<file path="src/rtl/datapath.sv">
// Single-bus 32-bit CPU datapath: PC, IR, MAR, MDR, Y, Z (Lo/Hi), general
// registers R3/R4/R5/R7 and an ALU, all sharing one bus. An external control
// sequencer moves data between them, one cycle at a time, through the *in/*out strobes.
//
// Ports
//   clock              rising-edge clock for all state
//   clear              asynchronous active-high reset; sets every register to 0
//   PCout/PCin/IncPC   PC drive / load / force ALU result to bus+1
//   MARin/MARout       MAR load / drive
//   MDRin/MDRout       MDR load / drive
//   MDRread            MDR D-input selects Mdatain instead of the bus
//   IRin/IRout         IR load / drive
//   RYin/RYout         Y load / drive
//   RZinLo/RZoutLo     load Z from the ALU / drive Z[31:0]
//   R3..R7 in/out      general register load / drive
//   Mdatain            memory read data
//   BusMuxOut          combinational view of the shared bus
//
// Configuration
//   DATAPATH_MULDIV_EN  when defined, adds signed multiply (op 15) and signed
//                       divide (op 16) with a 64-bit Z result. When undefined,
//                       ops 15/16 decode as add and Z[63:32] is always 0.
module datapath #(
  parameter int unsigned W       = 32,
  parameter int unsigned OPC_NEG = 17
) (
  input  logic         clock,
  input  logic         clear,
  input  logic         PCout,
  input  logic         PCin,
  input  logic         IncPC,
  input  logic         MARin,
  input  logic         MARout,
  input  logic         MDRin,
  input  logic         MDRout,
  input  logic         MDRread,
  input  logic         IRin,
  input  logic         IRout,
  input  logic         RYin,
  input  logic         RYout,
  input  logic         RZinLo,
  input  logic         RZoutLo,
  input  logic         R3in,
  input  logic         R3out,
  input  logic         R4in,
  input  logic         R4out,
  input  logic         R5in,
  input  logic         R5out,
  input  logic         R7in,
  input  logic         R7out,
  input  logic [W-1:0] Mdatain,
  output logic [W-1:0] BusMuxOut
);

  localparam int unsigned OPW = 5;
  localparam int unsigned SHW = $clog2(W);

  localparam logic [OPW-1:0] OP_ADD = 5'd3;
  localparam logic [OPW-1:0] OP_SUB = 5'd4;
  localparam logic [OPW-1:0] OP_SHR = 5'd5;
  localparam logic [OPW-1:0] OP_SHL = 5'd6;
  localparam logic [OPW-1:0] OP_ROR = 5'd7;
  localparam logic [OPW-1:0] OP_ROL = 5'd8;
  localparam logic [OPW-1:0] OP_AND = 5'd9;
  localparam logic [OPW-1:0] OP_OR  = 5'd10;
  localparam logic [OPW-1:0] OP_NOT = 5'd18;
  localparam logic [OPW-1:0] OP_NEG = OPW'(OPC_NEG);
`ifdef DATAPATH_MULDIV_EN
  localparam logic [OPW-1:0] OP_MUL = 5'd15;
  localparam logic [OPW-1:0] OP_DIV = 5'd16;
`endif

  logic [W-1:0] pc, ir, mar, mdr, ry, z_lo;
  logic [W-1:0] r3, r4, r5, r7;
`ifdef DATAPATH_MULDIV_EN
  logic [W-1:0] z_hi;
`endif

  // Shared bus: fixed-priority mux, idle bus reads as 0
  always_comb begin
    BusMuxOut = '0;
    if      (PCout)   BusMuxOut = pc;
    else if (RZoutLo) BusMuxOut = z_lo;
    else if (MDRout)  BusMuxOut = mdr;
    else if (MARout)  BusMuxOut = mar;
    else if (IRout)   BusMuxOut = ir;
    else if (RYout)   BusMuxOut = ry;
    else if (R3out)   BusMuxOut = r3;
    else if (R4out)   BusMuxOut = r4;
    else if (R5out)   BusMuxOut = r5;
    else if (R7out)   BusMuxOut = r7;
  end

  // ALU: A = Y, B = bus, operation from the IR opcode field
  logic [OPW-1:0]   opcode;
  logic [W-1:0]     alu_a, alu_b, alu_lo;
  logic [SHW-1:0]   sh;
  logic [2*W-1:0]   rot_buf, rol_buf;
  logic [W-1:0]     ror_res, rol_res;

  assign opcode  = ir[W-1 -: OPW];
  assign alu_a   = ry;
  assign alu_b   = BusMuxOut;
  assign sh      = alu_b[SHW-1:0];
  // Rotates shift a doubled copy of A so the bits leaving one end reappear at the other
  assign rot_buf = {alu_a, alu_a};
  assign ror_res = W'(rot_buf >> sh);
  assign rol_buf = rot_buf << sh;
  assign rol_res = rol_buf[2*W-1:W];

`ifdef DATAPATH_MULDIV_EN
  logic [W-1:0]          alu_hi;
  logic signed [2*W-1:0] prod;
  logic signed [W-1:0]   quot, rem;
  assign prod = $signed({{W{alu_a[W-1]}}, alu_a}) * $signed({{W{alu_b[W-1]}}, alu_b});
  // Divide by zero yields 0 in both halves rather than an undefined value
  assign quot = (alu_b == '0) ? '0 : $signed(alu_a) / $signed(alu_b);
  assign rem  = (alu_b == '0) ? '0 : $signed(alu_a) % $signed(alu_b);
`endif

  always_comb begin
    alu_lo = alu_a + alu_b;
`ifdef DATAPATH_MULDIV_EN
    alu_hi = '0;
`endif
    if (IncPC) begin
      alu_lo = alu_b + W'(1);
    end else begin
      case (opcode)
        OP_ADD:  alu_lo = alu_a + alu_b;
        OP_SUB:  alu_lo = alu_a - alu_b;
        OP_SHR:  alu_lo = alu_a >> sh;
        OP_SHL:  alu_lo = alu_a << sh;
        OP_ROR:  alu_lo = ror_res;
        OP_ROL:  alu_lo = rol_res;
        OP_AND:  alu_lo = alu_a & alu_b;
        OP_OR:   alu_lo = alu_a | alu_b;
        OP_NEG:  alu_lo = W'(0) - alu_b;
        OP_NOT:  alu_lo = ~alu_b;
`ifdef DATAPATH_MULDIV_EN
        OP_MUL: begin
          alu_lo = prod[W-1:0];
          alu_hi = prod[2*W-1:W];
        end
        OP_DIV: begin
          alu_lo = quot;
          alu_hi = rem;
        end
`endif
        default: alu_lo = alu_a + alu_b;
      endcase
    end
  end

  // Register file: each register captures its D-input on its own strobe.
  // In the default build Z[63:32] is constantly zero with no reader, so it is not stored.
  always_ff @(posedge clock or posedge clear) begin
    if (clear) begin
      pc   <= '0;
      ir   <= '0;
      mar  <= '0;
      mdr  <= '0;
      ry   <= '0;
      z_lo <= '0;
      r3   <= '0;
      r4   <= '0;
      r5   <= '0;
      r7   <= '0;
`ifdef DATAPATH_MULDIV_EN
      z_hi <= '0;
`endif
    end else begin
      if (PCin)  pc  <= BusMuxOut;
      if (IRin)  ir  <= BusMuxOut;
      if (MARin) mar <= BusMuxOut;
      if (MDRin) mdr <= MDRread ? Mdatain : BusMuxOut;
      if (RYin)  ry  <= BusMuxOut;
      if (R3in)  r3  <= BusMuxOut;
      if (R4in)  r4  <= BusMuxOut;
      if (R5in)  r5  <= BusMuxOut;
      if (R7in)  r7  <= BusMuxOut;
      if (RZinLo) begin
        z_lo <= alu_lo;
`ifdef DATAPATH_MULDIV_EN
        z_hi <= alu_hi;
`endif
      end
    end
  end

endmodule

</file>
<file path="config.mk">
export PLATFORM = sky130hd
export DESIGN_NAME = datapath
export DESIGN_NICKNAME = d
export VERILOG_FILES = /design/src/rtl/datapath.sv
export SDC_FILE = /design/constraint.sdc
export NUM_CORES = 1
export LEC_CHECK = 0
export CAP_MARGIN = 10
export CORE_MARGIN = 4
export CORE_UTILIZATION = 25
export CTS_CLUSTER_DIAMETER = 60
export CTS_CLUSTER_SIZE = 14
export DETAILED_ROUTE_END_ITERATION = 10
export PLACE_DENSITY_LB_ADDON = 0.2
export SYNTH_ARGS = -nofsm -noshare
export SYNTH_HDL_FRONTEND = slang
export SYNTH_SLANG_ARGS = --single-unit
</file>
<file path="constraint.sdc">
create_clock -name clock -period 12.8 [get_ports clock]
set_input_delay 2.56 -clock clock [delete_from_list [all_inputs] [get_ports clock]]
set_output_delay 2.56 -clock clock [all_outputs]
set_load 0.02 [all_outputs]
</file>
== Word-level counts from Yosys, hierarchy flattened ==
Index checks and enable logic that the tools add are counted.
Word-level totals
  register bits: 320
  input bits: 56
  output and inout port bits: 32
  word-level logic and storage cells: 43
Operators by class
  add/sub/neg operators: 4
  equal/unequal tests: 9
  shift-type cells: 4
  muxes and demuxes: 13
  bitwise operators: 3
Operator list (number)
  32-bit 2-to-1 mux: 12
  32-bit case mux with 9 select lines: 1
  64-bit by 5-bit left shift with 64-bit output: 1
  64-bit by 5-bit >> shifter with 32-bit output: 1
  32-bit by 1-bit adder with 32-bit output, second input constant: 1
  32-bit adder: 1
  32-bit AND: 1
  32-bit inverter: 1
  32-bit OR: 1
  32-bit by 5-bit left shift with 32-bit output: 1
  32-bit by 5-bit >> shifter with 32-bit output: 1
  1-bit by 32-bit subtractor with 32-bit output, first input constant: 1
  32-bit subtractor: 1
  5-bit by 3-bit == test with 1-bit output, second input constant: 4
  5-bit by 4-bit == test with 1-bit output, second input constant: 3
  5-bit == test, second input constant: 2

== Longest topological paths before layout ==
  depth in word-level cells: 13
  gate-level depth with buffers: 24
  mapped depth without buffers: 19

== Worst setup path after synthesis ==
OpenSTA, ideal clock, no wires.
  path type: input to register
  start point: in R3out
  end point: reg z_lo[28]
  setup time: 121 ps
  arrival: 7876 ps
  required time: 12679 ps
  slack: 4803 ps
  stages on the path: 22
  buffers on the path: 6
  cells stage by stage: buf_2 -> or2_1 -> buf_2 -> a221oi_1 -> a221o_1 -> a41o_1 -> buf_2 -> buf_1 -> buf_1 -> clkbuf_1 -> ha_1 -> o21a_1 -> o31a_1 -> o31a_1 -> or4_1 -> a31oi_1 -> o211ai_1 -> a211oi_1 -> nor2_1 -> mux2i_1 -> or4_1 -> a22o_1
Between the ends
  cells in the longest elaborated chain, start to end: 10
  elaborated cells between the ends (all ways): 20
  those cells by class: add/sub (4); shift (4); mux (9); bitwise (3)
RTL lines
  from (decl): RTL line 44  | input logic R3out,
  32-bit 2-to-1 mux *: RTL line 88  | else if (R3out) BusMuxOut = r3;
  32-bit 2-to-1 mux *: RTL line 87  | else if (RYout) BusMuxOut = ry;
  32-bit 2-to-1 mux *: RTL line 86  | else if (IRout) BusMuxOut = ir;
  32-bit 2-to-1 mux *: RTL line 85  | else if (MARout) BusMuxOut = mar;
  32-bit 2-to-1 mux *: RTL line 84  | else if (MDRout) BusMuxOut = mdr;
  32-bit 2-to-1 mux *: RTL line 83  | else if (RZoutLo) BusMuxOut = z_lo;
  32-bit 2-to-1 mux *: RTL line 82  | if (PCout) BusMuxOut = pc;
  32-bit adder, or another cell as far along: RTL line 130, 150
  32-bit case mux with 9 select lines: RTL line 129  | case (opcode)
  32-bit 2-to-1 mux *: RTL line 126  | if (IncPC) begin
  to (signal assigned): RTL line 183  | z_lo <= alu_lo;
  to (decl): RTL line 73  | logic [W-1:0] pc, ir, mar, mdr, ry, z_lo;
Every way passes the cells marked *; elsewhere a longest branch is shown, timed or not.
A chain may end at the register's enable or synchronous reset.

== Final worst setup path ==
  start point: in R7out
  end point: reg z_lo[30]
Between the ends
  cells in the longest elaborated chain, start to end: 13
  elaborated cells between the ends (all ways): 23
  those cells by class: add/sub (4); shift (4); mux (12); bitwise (3)
RTL lines
  from (decl): RTL line 50  | input logic R7out,
  32-bit 2-to-1 mux *: RTL line 91  | else if (R7out) BusMuxOut = r7;
  32-bit 2-to-1 mux *: RTL line 90  | else if (R5out) BusMuxOut = r5;
  32-bit 2-to-1 mux *: RTL line 89  | else if (R4out) BusMuxOut = r4;
  32-bit 2-to-1 mux *: RTL line 88
  32-bit 2-to-1 mux *: RTL line 87
  32-bit 2-to-1 mux *: RTL line 86
  32-bit 2-to-1 mux *: RTL line 85
  32-bit 2-to-1 mux *: RTL line 84
  32-bit 2-to-1 mux *: RTL line 83
  32-bit 2-to-1 mux *: RTL line 82
  32-bit adder, or another cell as far along: RTL line 130, 150
  32-bit case mux with 9 select lines: RTL line 129
  32-bit 2-to-1 mux *: RTL line 126
Marked as above.

==> flow_metrics.env <==
export IMPL_p_total_mw=5.80
export IMPL_cts_setup_buffers=0
export IMPL_setup_tns_final_ns=0
export IMPL_io_buffer_count=87
export IMPL_antenna_found_initial=1
export IMPL_core_area_um2=98900
export IMPL_netlist_area_um2=25000
export IMPL_die_area_um2=105000
export IMPL_dpl_cell_count=4247
export IMPL_syn_num_nets=3204
export IMPL_dp_worst_setup_slack_ns=3.09
export IMPL_arrival_ns=9.70
export IMPL_grt_pass1_wl_um=176000
export IMPL_clk_latency_ns=0.61
export IMPL_layout_setup_ws_ns=3.55
export IMPL_critical_path_most_common_cell="o31a_1"
export IMPL_die_x_um=324
export IMPL_crit_fanout=59
export IMPL_cts_tree="built"
export IMPL_clkTransAtPathRegs_ns=0.06
export IMPL_placed_cell_area_um2=27100
export IMPL_yosys_register_bits=320
export IMPL_drc=0
export IMPL_synthCells=3048
export IMPL_final_core_util_pct=28.7
export IMPL_drive_gt1_share_pct=11.9
export IMPL_slowest_stage="o41ai_1"
export IMPL_hold_class="reg2reg"
export IMPL_postRouteAntennaNets=0
export IMPL_end_kind="flip-flop"
export IMPL_period_minus_slack_ns=9.25
export IMPL_p_int_mw=2.98
export IMPL_clkSinkCount=320
export IMPL_period_share_pct=72.2
export IMPL_critPathLaunchType="primary input"
export IMPL_finalSetupViolations=0
export IMPL_whs_ns=0.503
export IMPL_start_util_pct=25.3
export IMPL_die_h_um=324
export IMPL_outcome="finished, final reports clean"
export IMPL_finalClockSkew_ns=0.0489
export IMPL_dr_pass1_iters=6
export IMPL_grt_max_degree=152
export IMPL_hold_violations=0
export IMPL_ios=88
export IMPL_postCtsHoldBufs=0
export IMPL_vias=25100
export IMPL_grt_overflow_total=0
export IMPL_htree_levels=2
export IMPL_drtIter0Drc=2926
export IMPL_path_class="in2reg"
export IMPL_yosysSeqAreaShare_pct=32.0
export IMPL_power_switching_mw=2.81
export IMPL_max_slew_margin_pct=28.3
export IMPL_yosysWarningCount=0
export IMPL_powerDensity_nw_per_um2=204
export IMPL_stdcell_count=4315
export IMPL_p_clk_share_pct=19.6
export IMPL_wl_per_cell_um=28.2
export IMPL_worst_ep_required_time_ns=13.25
export IMPL_synthToLayoutAreaGrowth_pct=13.7
export IMPL_rsz0062_at_grt="false"
export IMPL_tightest_slew_ns=1.06
export IMPL_max_cap_viol_count=0
export IMPL_fin_nets=3158
export IMPL_async_flop_share_pct=100
export IMPL_worstPathCellList="clkdlybuf4s50_1 > nor2b_4 > a221oi_1 > o21a_1 > o21a_2 > inv_2 > buf_4 > ha_1 > fa_1 > nor2b_1 > o31a_1 > o31a_1 > o41ai_1 > o311a_1 > o31ai_1 > a311oi_1 > a31o_2 > xnor2_1 > a211oi_1 > a222oi_1"
export IMPL_cts_buffers_inserted=40
export IMPL_drt_total_wl_um=122000
export IMPL_ir_worst_vdd_uv=96.6
export IMPL_slew_violations=0
export IMPL_synth_ff_type="dfrtp_1"
export IMPL_grtUsageTotal_pct=22.5
export IMPL_cts_root_buf="clkbuf_16"
export IMPL_ctsResizeCount=0
export IMPL_pwr_share_seq_pct=27.0
export IMPL_cp_buffers_inverters=3
export IMPL_grt_pass1_vias=24000
export IMPL_synth_edf_count=0
export IMPL_fin_area_um2=28400
export IMPL_critical_path_top_delay_family="compound AO/OA/AOI/OAI gates"
export IMPL_cts_path_max_buffers=3
export IMPL_clock_fmax_mhz=108
export IMPL_swShare_pct=48.5
export IMPL_avgSynthCellArea_um2=8.20
export IMPL_p_leak_nw=11.2
export IMPL_slowest_delay_ns=0.88
export IMPL_synth_cell_types=85
export IMPL_hpwlAfterDp_um=88400
export IMPL_place_gp_congestion=1.05
export IMPL_rows=115
export IMPL_vias_per_cell=5.81
export IMPL_combPwrFrac_pct=53.3
==> layer usage <==
| layer | vias up | part of all wire (%) | global-route usage, % |
|---|---|---|---|
| li1 | 11200 | - | - |
| met1 | 12500 | 45 | 31.9 |
| met2 | 1174 | 43 | 33.7 |
| met3 | 260 | 8.0 | 4.31 |
| met4 | 2 | 4.7 | 8.95 |
| met5 | - | 0.013 | 0 |
==> cell usage in the layout, fill, tap and decap left out, types with 38 or more instances in the layout <==
master           Yosys  routed
a211oi_1            53      52
a21oi_1            338     337
a221oi_1            47      44
a31oi_1             54      52
buf_4                3      90
clkbuf_16            0      40
clkdlybuf4s50_1      0      69
dfrtp_1            320     320
ha_1                98      98
inv_1              108     107
mux2_2             144     144
mux2i_1             82      82
nand2_1            213     212
nand3_1             93      93
nor2_1             276     275
nor2b_1             39      38
nor3_1              45      44
o21ai_0            239     238
o22ai_1             47      47
xnor2_1             59      59
==> cell families after synthesis <==
family,count (synthesis),share of synthesized area [%]
adders and majority gates,100,5.07
AOI/OAI and AO/OA,1128,29.1
DFF,320,32.0
buffers and inverters,380,6.00
xor gates and xnor gates,77,2.70
and+or+nand+nor,817,15.3
muxes,226,9.77
==> Yosys cell counts, drive strengths merged (11+ instances only) <==
cell	instances	area share (%)
o21ai	244	4.9
and3	13	0.33
nor3	46	0.94
a221oi	47	1.6
nand2	213	3.2
o311a	11	0.44
nor2b	40	1.0
mux2	144	6.5
o311ai	13	0.46
buf	80	1.5
a21boi	14	0.42
nor4	15	0.40
nand3b	16	0.48
ha	98	4.9
a211oi	53	1.6
a22oi	28	0.84
a21oi	339	6.8
nand2b	27	0.68
o31ai	18	0.54
inv	112	1.7
o22ai	47	1.2
a21o	27	0.81
nor3b	20	0.60
a31oi	54	1.4
nand4	13	0.33
dfrtp	320	32
xor2	18	0.63
nor2	276	4.1
a221o	27	1.1
mux2i	82	3.3
xnor2	59	2.1
or3	17	0.45
a2111oi	14	0.52
o221ai	28	0.98
clkbuf	186	2.8
nand3	93	1.9
o211ai	35	1.1
o21a	20	0.60
==> area by class of cell <==
cell class / instances / area (um2)
fill: 10600 / 70400
multi-input combinational: 2348 / 15600
sequential: 320 / 8010
tap: 1287 / 1610
timing repair buffer: 178 / 1480
clock buffer: 44 / 1040
inverter: 114 / 435
clock inverter: 22 / 255
antenna: 2 / 5.00
==> worst reg2reg max path: cells and delay by family (launching register included) <==
kind            cells  cell delay, ns
fa+ha+maj           2            0.58
compound gates     10            2.99
flops               1            0.35
buf+inv             5            0.92
mux                 1            0.14
simple gates        4            1.27
==> power groups by stage <==
stage / Combinational, mW / Clock [mW] / Sequential (mW)
global route: 3.29 / 1.20 / 1.59
global placement: 3.01 / 0 / 1.57
floorplan: 1.99 / 0 / 1.43
finish: 3.09 / 1.14 / 1.57
CTS: 3.01 / 1.17 / 1.55
detailed placement: 3.00 / 0 / 1.57
==> flip-flops by register name (all words and copies together) (netlist names) <==
register,cells
r3,32
mar,32
r5,32
r7,32
ir,32
alu_a,32
r4,32
z_lo,32
pc,32
mdr,32
==> worst paths after layout <==
| path | startpoint | end | cells past startpoint | slack [ns] |
|---|---|---|---|---|
| worst max-delay path | R7out | z_lo[30] | 20 | 3.55 |
| worst min-delay path | mar[23] | mar[23] | 1 | 0.50 |
| worst max register to register | alu_a[0] | z_lo[28] | 22 | 6.47 |
| worst min register to register | mar[23] | mar[23] | 1 | 0.50 |
| max in group asynchronous | clear | alu_a[9] | 3 | 8.70 |
| min in group asynchronous | clear | r7[11] | 2 | 2.51 |
(Power assumes the default switching activity.)
